### config.mk
export PLATFORM = sky130hd
export DESIGN_NAME = ansi_decoder
export DESIGN_NICKNAME = d
export VERILOG_FILES = /design/src/rtl/ansi_decoder.sv
export SDC_FILE = /design/constraint.sdc
export NUM_CORES = 1
export LEC_CHECK = 0
export ABC_CLOCK_PERIOD_IN_PS = 10150
export BUFFER_PORTS_ARGS = -buffer_cell sky130_fd_sc_hd__buf_2
export CAP_MARGIN = 10
export CORE_MARGIN = 3
export CORE_UTILIZATION = 30
export DETAILED_ROUTE_END_ITERATION = 7
export HOLD_SLACK_MARGIN = 0.06
export SLEW_MARGIN = 25
export SYNTH_ARGS = -nofsm -noshare
export SYNTH_HDL_FRONTEND = slang
export SYNTH_SLANG_ARGS = --single-unit
### constraint.sdc
create_clock -name i_clk -period 10.15 [get_ports i_clk]
set_input_delay 1.015 -clock i_clk [delete_from_list [all_inputs] [get_ports i_clk]]
set_output_delay 1.015 -clock i_clk [all_outputs]
set_load 0.01 [all_outputs]
### src/rtl/ansi_decoder.sv
// ANSI/VT100 CSI filter between UART receiver and text controller.
// Translates CUP to DC4+row+col and ED2 to FF; swallows other escapes.
module ansi_decoder #(
  parameter int unsigned LAST_ROW = 16,
  parameter int unsigned LAST_COL = 59
) (
  input  logic       i_clk,
  input  logic       i_rst,
  input  logic [7:0] i_char,
  input  logic       i_valid,
  output logic       o_ready,
  output logic [7:0] o_char,
  output logic       o_valid,
  input  logic       i_ready
);

  typedef enum logic [1:0] {
    GROUND,
    ESC,
    CSI,
    EMIT
  } state_t;

  localparam logic [7:0] C_ESC = 8'h1B;
  localparam logic [7:0] C_DC4 = 8'h14;
  localparam logic [7:0] C_FF  = 8'h0C;
  localparam logic [7:0] C_CAN = 8'h18;
  localparam logic [7:0] C_SUB = 8'h1A;

  state_t     state_q, state_d;
  logic [7:0] p0_q, p0_d;
  logic [7:0] p1_q, p1_d;
  logic [1:0] pidx_q, pidx_d;
  logic [7:0] char_q, char_d;
  logic       valid_q, valid_d;
  logic [7:0] q1_q, q1_d;
  logic [7:0] q2_q, q2_d;
  logic [1:0] qcnt_q, qcnt_d;

  logic        in_xfer;
  logic        out_xfer;
  logic [7:0]  pcur;
  logic [11:0] acc;
  logic [7:0]  pnext;
  logic        is_digit;
  logic        is_final;

  function automatic logic [7:0] coord(
    input logic [7:0] p,
    input logic [7:0] lim
  );
    logic [7:0] m;
    m = (p == 8'd0) ? 8'd0 : p - 8'd1;
    if (m > lim) m = lim;
    return m + 8'h20;
  endfunction

  assign o_ready  = (state_q != EMIT) & (!valid_q | i_ready);
  assign in_xfer  = i_valid & o_ready;
  assign out_xfer = valid_q & i_ready;
  assign o_char   = char_q;
  assign o_valid  = valid_q;

  assign is_digit = (i_char >= 8'h30) && (i_char <= 8'h39);
  assign is_final = (i_char >= 8'h40) && (i_char <= 8'h7E);

  // 12-bit accumulate so 255*10+9 cannot wrap before saturation
  assign pcur  = (pidx_q == 2'd0) ? p0_q : p1_q;
  assign acc   = {4'd0, pcur} * 12'd10 + {8'd0, i_char[3:0]};
  assign pnext = (acc > 12'd255) ? 8'd255 : acc[7:0];

  always_comb begin
    state_d = state_q;
    p0_d    = p0_q;
    p1_d    = p1_q;
    pidx_d  = pidx_q;
    char_d  = char_q;
    valid_d = valid_q;
    q1_d    = q1_q;
    q2_d    = q2_q;
    qcnt_d  = qcnt_q;
    if (out_xfer) valid_d = 1'b0;
    unique case (state_q)
      GROUND: begin
        if (in_xfer) begin
          if (i_char == C_ESC) begin
            state_d = ESC;
          end else begin
            char_d  = i_char;
            valid_d = 1'b1;
          end
        end
      end
      ESC: begin
        if (in_xfer) begin
          if (i_char == 8'h5B) begin
            p0_d    = 8'd0;
            p1_d    = 8'd0;
            pidx_d  = 2'd0;
            state_d = CSI;
          end else if (i_char != C_ESC) begin
            state_d = GROUND;
          end
        end
      end
      CSI: begin
        if (in_xfer) begin
          if (is_digit) begin
            if (pidx_q == 2'd0) p0_d = pnext;
            else if (pidx_q == 2'd1) p1_d = pnext;
          end else if (i_char == 8'h3B) begin
            if (pidx_q != 2'd2) pidx_d = pidx_q + 2'd1;
          end else if (i_char == 8'h48 || i_char == 8'h66) begin
            char_d  = C_DC4;
            valid_d = 1'b1;
            q1_d    = coord(p0_q, 8'(LAST_ROW));
            q2_d    = coord(p1_q, 8'(LAST_COL));
            qcnt_d  = 2'd2;
            state_d = EMIT;
          end else if (i_char == 8'h4A) begin
            if (p0_q == 8'd2) begin
              char_d  = C_FF;
              valid_d = 1'b1;
              qcnt_d  = 2'd0;
              state_d = EMIT;
            end else begin
              state_d = GROUND;
            end
          end else if (i_char == C_ESC) begin
            state_d = ESC;
          end else if (i_char == C_CAN || i_char == C_SUB) begin
            state_d = GROUND;
          end else if (is_final) begin
            state_d = GROUND;
          end
        end
      end
      EMIT: begin
        if (out_xfer) begin
          if (qcnt_q == 2'd0) begin
            state_d = GROUND;
          end else begin
            char_d  = q1_q;
            q1_d    = q2_q;
            valid_d = 1'b1;
            qcnt_d  = qcnt_q - 2'd1;
          end
        end
      end
      default: state_d = GROUND;
    endcase
  end

  always_ff @(posedge i_clk) begin
    if (i_rst) begin
      state_q <= GROUND;
      p0_q    <= 8'd0;
      p1_q    <= 8'd0;
      pidx_q  <= 2'd0;
      char_q  <= 8'h00;
      valid_q <= 1'b0;
      q1_q    <= 8'd0;
      q2_q    <= 8'd0;
      qcnt_q  <= 2'd0;
    end else begin
      state_q <= state_d;
      p0_q    <= p0_d;
      p1_q    <= p1_d;
      pidx_q  <= pidx_d;
      char_q  <= char_d;
      valid_q <= valid_d;
      q1_q    <= q1_d;
      q2_q    <= q2_d;
      qcnt_q  <= qcnt_d;
    end
  end

endmodule

==> results.yml, run 1 <==
route:
  drcViolationCount: 0
  wl_per_cell_um: 15.76
  wl_um: 8982
  drtIter0Drc: 231
  vias: 3145
  postRouteAntennaNets: 0
  via_per_inst: 5.518
  dr.pass1.iters: 4
cts:
  cts_tree: "built"
  post_cts_buffers: 0
  clk-insertion-delay-late_ps: 290
  ctsHoldBuffers: 0
  cts_buffers: 5
  cts_max_level: 2
  path_clk_slew_ps: 70
  cts_buffer_depth: 2
  clockRootBuffer: "clkbuf_16"
  cts_resized: 0
  cts.sinks: 47
floorplan:
  fp.dieW_um: 112.9
  rows: 38
  dieHeight_um: 112.9
  die_area_um2: 12740
  coreArea_um2: 10980
  ios: 22
  initial_core_util: 0.3119
timing:
  setup_violations: 0
  setup_slack_ps: 6032
  fin_skew_ps: 11.70
  fin_crit_ps: 4118
  hold_viol: 0
  slew_headroom: 0.4118
  maxSlewViolCount: 0
  max_freq_mhz: 242.9
  worst_pin_slew_ps: 875.6
  finalSetupTns_ps: 0
  rsz0062_at_grt: "no"
  fin_crit_sh: 0.4057
worst_hold_path:
  hold_path_class: "flip-flop to flip-flop"
logic_synthesis:
  ys_seq_area_frac: 0.2747
  syn_area_um2: 3426
  synth.area.top_cells: "dfxtp_1, ha_1, nor2_1"
  synth_edf_count: 0
  synthTopCellsByCount: "dfxtp_1, nor2_1, nand2_1"
  ys.flop_type: "dfxtp_1"
  synth_cells: 418
  synth_top_area_cell: "dfxtp_1"
  synth_top_area_frac: 0.2747
  post-synth-top-count-cell: "dfxtp_1"
  ys_ff_latch: 47
  synth_warnings: 0
  ys_async_sr_fraction: 0
  synth_cell_types: 68
  avgSynthCellArea_um2: 8.196
final_layout:
  fin_area_um2: 3804
  nNetsFinal: 466
  drive_above_1_share: 0.1047
  diodes: 0
  fill_cells: 1137
  area_growth_pct: 11.03
pwr:
  total_power_mw: 0.4098
  p_leak_nw: 1.603
  power_density_nw_per_um2: 107.7
  vdd.ir_drop.worst_v: 0.00005713
place:
  gp_congestion: 0.8204
  placed_area_um2: 3627
  pre_cts_slack_ps: 6110
  port_buffers: 21
  dp_hpwl_um: 6813
grt:
  antenna_found_initial: 0
  grt_pass1_vias: 3087
  grt_overflow: 0
  grt_max_degree: 30
  grt_pass1_wl_um: 15280
  grt.total_usage: 0.1450
run_status:
  status: "finished clean"
critical_path:
  crit_path_end_kind: "flip-flop"
  crit_path_max_fanout: 10
  path_class: "flip-flop to flip-flop"
  cp.required_ps: 10340
  start_kind: "flip-flop"
  worstPathArrival_ps: 4300
job:
  drv_cap: 0
## routing by layer
layer	wire length [um]	track usage	up-vias
met1	3993	0.1843	1474
met3	591	0.03209	17
met4	171	0.05369	0
li1	-	-	1552
met2	4225	0.2409	102
met5	0	0	-
## registers in the layout, summed over array words and instances (netlist names)
signal and flops:
o_char 8, o_valid 1, p0_q 8, p1_q 8
pidx_q 2, q1_q 8, q2_q 8, qcnt_q 2
state_q 2
## critical path, stage by stage, from the launching register on
cell     delay, ps
dfxtp_1        370
inv_1           90
ha_1           350
o21ai_0        360
ha_1           300
ha_1           240
fa_1           590
and3_1         180
a32oi_1         90
nor4_1         300
mux2i_1        700
nand3_1        200
a22o_1         240
## through the flow
stage,cells,util,hold WS [ps]
after global placement,562,0.3303,456.5
final,570,0.3463,471.7
after floorplan,420,-,443.7
after CTS,570,0.3459,479.0
after global routing,570,0.3463,516.5
after detailed placement,562,0.3303,468.4
## layout make-up
cell class | instances | area [um2] | area share
Multi-Input combinational cell | 328 | 2310 | 0.6072
Sequential cell | 47 | 940.9 | 0.2474
Tap cell | 140 | 175.2 | 0.04605
Clock buffer | 5 | 125.1 | 0.03289
Timing Repair Buffer | 22 | 112.6 | 0.02961
Inverter | 25 | 93.84 | 0.02467
Clock inverter | 3 | 46.29 | 0.01217
## power breakdown
part / internal [mW] / switching [mW] / leakage, nW
clock network: 0.117 / 0.0760 / 0.0804
registers: 0.187 / 0.00138 / 0.380
logic: 0.0103 / 0.0183 / 1.14
## final timing paths
kind,cells after the start,to,startpoint,slack [ps]
min reg2reg,2,o_char[4],o_char[4],470
min,2,o_char[4],o_char[4],470
max,12,p0_q[3],pidx_q[0],6030
max reg2reg,12,p0_q[3],pidx_q[0],6030
## cell families (layout without fill, tap and decap cells)
| logic type | count (synthesis) | in the layout | synth area share |
|---|---|---|---|
| DFF | 47 | 47 | 0.2747 |
| AOI/OAI and AO/OA | 112 | 112 | 0.2389 |
| buffers and inverters | 45 | 55 | 0.05478 |
| and+or+nand+nor | 156 | 156 | 0.2462 |
| muxes | 16 | 16 | 0.04748 |
| other | 1 | 3 | 0.001095 |
| xor gates and xnor gates | 15 | 15 | 0.03835 |
| adders and majority gates | 26 | 26 | 0.09861 |
## placed cells by master, fill, tap and decap left out, drive strengths merged, types with 3 or more instances in the layout
master / count
o211ai: 9
xor2: 10
nor3: 17
xnor2: 5
nor2b: 6
dfxtp: 47
nor2: 39
or3: 4
a311oi: 4
inv: 26
mux2i: 14
clkbuf: 5
a21o: 4
o211a: 4
o21ai: 25
and3: 5
nor4b: 3
conb: 3
and4b: 3
a22o: 15
and2: 4
nor3b: 3
a21oi: 19
nand2b: 12
ha: 23
o31ai: 3
nand3: 13
nor4: 3
buf: 22
nand2: 32
a211oi: 6
No activity file was read; power rests on OpenSTA's default activity.
==> run 2, diff against run 1 <==
--- a/config.mk
+++ b/config.mk
@@ -5,7 +5,8 @@
 export SDC_FILE = /design/constraint.sdc
 export NUM_CORES = 1
 export LEC_CHECK = 0
-export ABC_CLOCK_PERIOD_IN_PS = 10150
+export ABC_AREA = 1
+export ABC_CLOCK_PERIOD_IN_PS = 4000
 export BUFFER_PORTS_ARGS = -buffer_cell sky130_fd_sc_hd__buf_2
 export CAP_MARGIN = 10
 export CORE_MARGIN = 3
==> constraint.sdc (replaced) <==
create_clock -name i_clk -period 4 [get_ports i_clk]
set_input_delay 0.4 -clock i_clk [delete_from_list [all_inputs] [get_ports i_clk]]
set_output_delay 0.4 -clock i_clk [all_outputs]
set_load 0.01 [all_outputs]
==> run 2 against run 1 <==
Via count rose by 12%. Power rose to 4.0 times the previous value. Cell area up 2.1%. Synthesized area up 3.0%. Core utilization grew 0.14 points. Hold slack worse by 160 ps. Register-to-register slack got worse by 5500 ps. Setup slack worse by 5500 ps. Critical endpoint is now p1_q[7]. Global-route usage is 0.36 points lower. Die area grew 2.8%. Clock skew decreased by 5.0 ps.
==> results.yml, run 2 <==
run_status:
  status: "finished clean"
cts:
  path_clk_slew_ps: 70
  cts_resized: 0
  clockRootBuffer: "clkbuf_16"
  cts.sinks: 47
  ctsHoldBuffers: 0
  cts_buffers: 5
  clk-insertion-delay-late_ps: 290
  cts_buffer_depth: 2
  cts_tree: "built"
  post_cts_buffers: 0
  cts_max_level: 2
worst_hold_path:
  min_from: "i_rst"
  hold_path_class: "input pin to flip-flop"
final_layout:
  layout_commonest_cell: "nand2_1"
  area_growth_pct: 10.15
  diodes: 0
  fin_area_um2: 3885
  drive_above_1_share: 0.09043
  layout_common_cells: "nand2_1, inv_1, nor2_1"
  nNetsFinal: 611
route:
  drtIter0Drc: 256
  wl_per_cell_um: 12.54
  via_per_inst: 4.934
  dr.pass1.iters: 4
  vias: 3528
  postRouteAntennaNets: 0
  wl_um: 8969
  drcViolationCount: 0
logic_synthesis:
  synth_warnings: 0
  ys_seq_area_frac: 0.2668
  synth_cells: 556
  synth_cell_types: 40
  syn_area_um2: 3527
  synthTopCellsByCount: "nand2_1, inv_1, nor2_1"
  synth-compound-area-share: 0.1685
  avgSynthCellArea_um2: 6.344
  synth_top_area_cell: "dfxtp_1"
  yosys.area_share.simple: 0.3235
  synth_edf_count: 0
  synth_xor_area_frac: 0.03476
  synth_top_area_frac: 0.2668
  synth.area.top_cells: "dfxtp_1, nand2_1, ha_1"
  synth_top_family_by_area: "simple AND/OR/NAND/NOR gates"
  ys_ff_latch: 47
  ys.flop_type: "dfxtp_1"
  ys_async_sr_fraction: 0
  post-synth-top-count-cell: "nand2_1"
  muxShareOfSynthArea: 0
  synth-adder-area-share: 0.09294
place:
  placed_area_um2: 3732
  gp_congestion: 0.8965
  port_buffers: 21
  dp_hpwl_um: 7010
floorplan:
  ios: 22
  rows: 38
  initial_core_util: 0.3157
  fp.dieW_um: 114.4
  die_area_um2: 13090
  coreArea_um2: 11170
  dieHeight_um: 114.4
timing:
  finalSetupTns_ps: 0
  max_freq_mhz: 285.3
  slew_headroom: 0.3787
  fin_crit_sh: 0.8764
  worst_pin_slew_ps: 930.9
  fin_crit_ps: 3506
  setup_violations: 0
  hold_ws_ps: 309.8
  hold_viol: 0
  rsz0062_at_grt: "no"
  maxSlewViolCount: 0
  fin_skew_ps: 6.684
grt:
  grt_pass1_wl_um: 15520
  antenna_found_initial: 0
  grt_overflow: 0
  grt_pass1_vias: 3460
  grt_max_degree: 33
  grt.total_usage: 0.1414
critical_path:
  critPathLaunch: "pidx_q[0]"
  r2r-end: "p1_q[7]"
  r2r_slack_ps: 490
  worstPathArrival_ps: 3680
  cp.required_ps: 4170
  crit_path_max_fanout: 13
  crit_path_end: "p1_q[7]"
  reg2reg_from: "pidx_q[0]"
  path_class: "flip-flop to flip-flop"
  worstRegToRegCells: 14
  start_kind: "flip-flop"
  crit_path_end_kind: "flip-flop"
pwr:
  power_density_nw_per_um2: 426.9
  vdd.ir_drop.worst_v: 0.0001751
  p_leak_nw: 1.897
job:
  drv_cap: 0
-- run 2: changes by cell type after synthesis, sizes merged, moves of 12 or more --
cell and delta:
a21oi +28, a22o -15, inv +54, mux2i -14, nand2 +100, nand2b -12
nand3 +20, nor2 +39, o21ai +30
-- run 2: layer usage --
metal | vias to the layer above | track usage | part of all wire | wire length (um)
met3 | 10 | 0.01850 | 0.032 | 288
li1 | 1821 | - | - | -
met5 | - | 0 | 0 | 0
met2 | 64 | 0.2421 | 0.48 | 4267
met1 | 1633 | 0.1853 | 0.48 | 4288
met4 | 0 | 0.04117 | 0.014 | 124
-- run 2: area by class of cell --
cell class	count	area, um2
Fill cell	1176	7288
Sequential cell	47	940.9
Clock buffer	5	125.1
Clock inverter	3	27.53
Tap cell	140	175.2
Timing Repair Buffer	23	120.1
Multi-Input combinational cell	418	2197
Inverter	79	299.0
-- run 2: where the power goes --
part           switching [mW]  internal, mW
clock                   0.202         0.239
combinational           0.425         0.229
sequential             0.0429         0.522
total                   0.669         0.989
-- run 2: worst min-delay path by stage --
stage,slack (ps),end,cells after the start
floorplan,430,q1_q[6],2
global placement,450,q1_q[6],2
detailed placement,450,q1_q[6],2
CTS,310,pidx_q[1],2
global route,320,pidx_q[1],2
finish,310,pidx_q[1],2
-- run 2: cell families (layout without fill, tap and decap cells) --
group,Yosys count,in the layout
XOR/XNOR,14,14
adder cells (fa/ha/maj),25,25
flip-flops,47,47
AND/OR/NAND/NOR,264,264
other,1,3
buffers and inverters,93,110
AO/OA/AOI/OAI,112,112
-- run 2: critical path: stages, from the launching register on --
cell,delay (ps)
dfxtp_1,320
inv_1,140
ha_1,430
o21ai_0,240
ha_1,340
ha_1,240
fa_1,550
nand2_1,60
inv_1,50
nand2_1,50
or2_2,310
o21bai_2,320
nand3_1,150
nand2_1,120
a21oi_1,60
-- run 2: stage by stage --
stage / std cells / setup WS [ps] / power, mW / utilization
global route: 715 / 169.3 / 1.802 / 0.3477
finish: 715 / 494.5 / 1.659 / 0.3477
detailed placement: 707 / 520.6 / 1.224 / 0.3340
floorplan: 558 / 831.4 / 1.078 / -
CTS: 715 / 513.2 / 1.666 / 0.3477
global placement: 707 / 635.3 / 1.210 / 0.3340
==> run 3, diff against run 2 <==
--- a/config.mk
+++ b/config.mk
@@ -13,6 +13,7 @@
 export CORE_UTILIZATION = 30
 export DETAILED_ROUTE_END_ITERATION = 7
 export HOLD_SLACK_MARGIN = 0.06
+export RECOVER_POWER = 100
 export SLEW_MARGIN = 25
 export SYNTH_ARGS = -nofsm -noshare
 export SYNTH_HDL_FRONTEND = slang
==> run 3 against run 2 <==
Wire length fell by 0.36%. Clock power barely moved. Cell count did not move. Core utilization fell by 0.16 points. Largest cell class unchanged. Highest routed layer unchanged.
==> results.yml, run 3 (same netlist as run 2, synthesis figures left out) <==
run_status:
  status: "finished clean"
timing:
  fin_crit_sh: 0.8762
  finalSetupTns_ps: 0
  hold_viol: 0
  setup_violations: 0
  hold_ws_ps: 309.7
  slew_headroom: 0.3766
  worst_pin_slew_ps: 934.0
  max_freq_mhz: 285.3
  fin_crit_ps: 3505
  fin_skew_ps: 4.567
  maxSlewViolCount: 0
  setup_slack_ps: 495.1
  rsz0062_at_grt: "no"
route:
  drcViolationCount: 0
  dr.pass1.iters: 4
  postRouteAntennaNets: 0
  drtIter0Drc: 269
  vias: 3530
  via_per_inst: 4.937
  wl_per_cell_um: 12.50
  wl_um: 8937
critical_path:
  crit_path_max_fanout: 13
  start_kind: "flip-flop"
  cp.required_ps: 4170
  crit_path_end_kind: "flip-flop"
  worstPathArrival_ps: 3680
  path_class: "flip-flop to flip-flop"
cts:
  cts_buffer_depth: 2
  cts.sinks: 47
  clockRootBuffer: "clkbuf_16"
  cts_resized: 0
  cts_max_level: 2
  cts_buffers: 5
  clk-insertion-delay-late_ps: 290
  ctsHoldBuffers: 0
  post_cts_buffers: 0
  cts_tree: "built"
  path_clk_slew_ps: 70
place:
  port_buffers: 21
  pre_cts_slack_ps: 520.6
  gp_congestion: 0.8965
  place_inst: 707
  placed_area_um2: 3732
  dp_hpwl_um: 7010
floorplan:
  coreArea_um2: 11170
  ios: 22
  fp.dieW_um: 114.4
  initial_core_util: 0.3157
  die_area_um2: 13090
  rows: 38
  dieHeight_um: 114.4
grt:
  antenna_found_initial: 0
  grt_pass1_vias: 3460
  grt.total_usage: 0.1414
  grt_overflow: 0
  grt_pass1_wl_um: 15520
  grt_max_degree: 33
final_layout:
  drive_above_1_share: 0.07130
  nNetsFinal: 611
  fin_area_um2: 3867
  finalNonFillerCells: 715
  diodes: 0
  layout_commonest_cell: "nand2_1"
  area_growth_pct: 9.649
  layout_common_cells: "nand2_1, inv_1, nor2_1"
  finish.utilization: 0.3461
pwr:
  power_density_nw_per_um2: 426.4
  vdd.ir_drop.worst_v: 0.0001737
  total_power_mw: 1.649
  p_leak_nw: 1.856
worst_hold_path:
  hold_path_class: "input pin to flip-flop"
job:
  drv_cap: 0
-- run 3: worst max-delay path, stage by stage, from the launching register on --
cell and delay (ps):
dfxtp_1 320, inv_1 140, ha_1 420, o21ai_0 240, ha_1 340, ha_1 240
fa_1 550, nand2_1 60, inv_1 50, nand2_1 60, or2_2 310, o21bai_2 330
nand3_1 150, nand2_1 120, a21oi_1 60
-- run 3: final cells by class --
cell class              instances  area (um2)
clock buffers                   5       125.1
clock inverters                 3       27.53
fillers                      1182        7306
inverters                      79       297.8
multi-input cells             418        2192
flip-flops and latches         47       940.9
well taps                     140       175.2
repair buffers                 23       108.9
-- run 3: final timing paths --
check / start / to / slack (ps) / depth (start not counted)
worst min-delay path: i_rst / pidx_q[1] / 310 / 2
worst max-delay path: pidx_q[0] / p1_q[7] / 500 / 14
worst min register to register: q1_q[6] / q1_q[6] / 460 / 2
worst max register to register: pidx_q[0] / p1_q[7] / 500 / 14
-- run 3: where the power goes --
group | leakage [nW] | internal [mW] | switching (mW)
sequential | 0.382 | 0.522 | 0.0437
combinational | 1.40 | 0.222 | 0.422
clock | 0.0723 | 0.239 | 0.200
-- run 3: metal layers --
metal,GRT usage,part of all wire,vias to the layer above
met5,0,0,-
met4,0.04117,0.015,0
met3,0.01850,0.048,12
met2,0.2421,0.47,81
met1,0.1853,0.46,1618
li1,-,-,1819
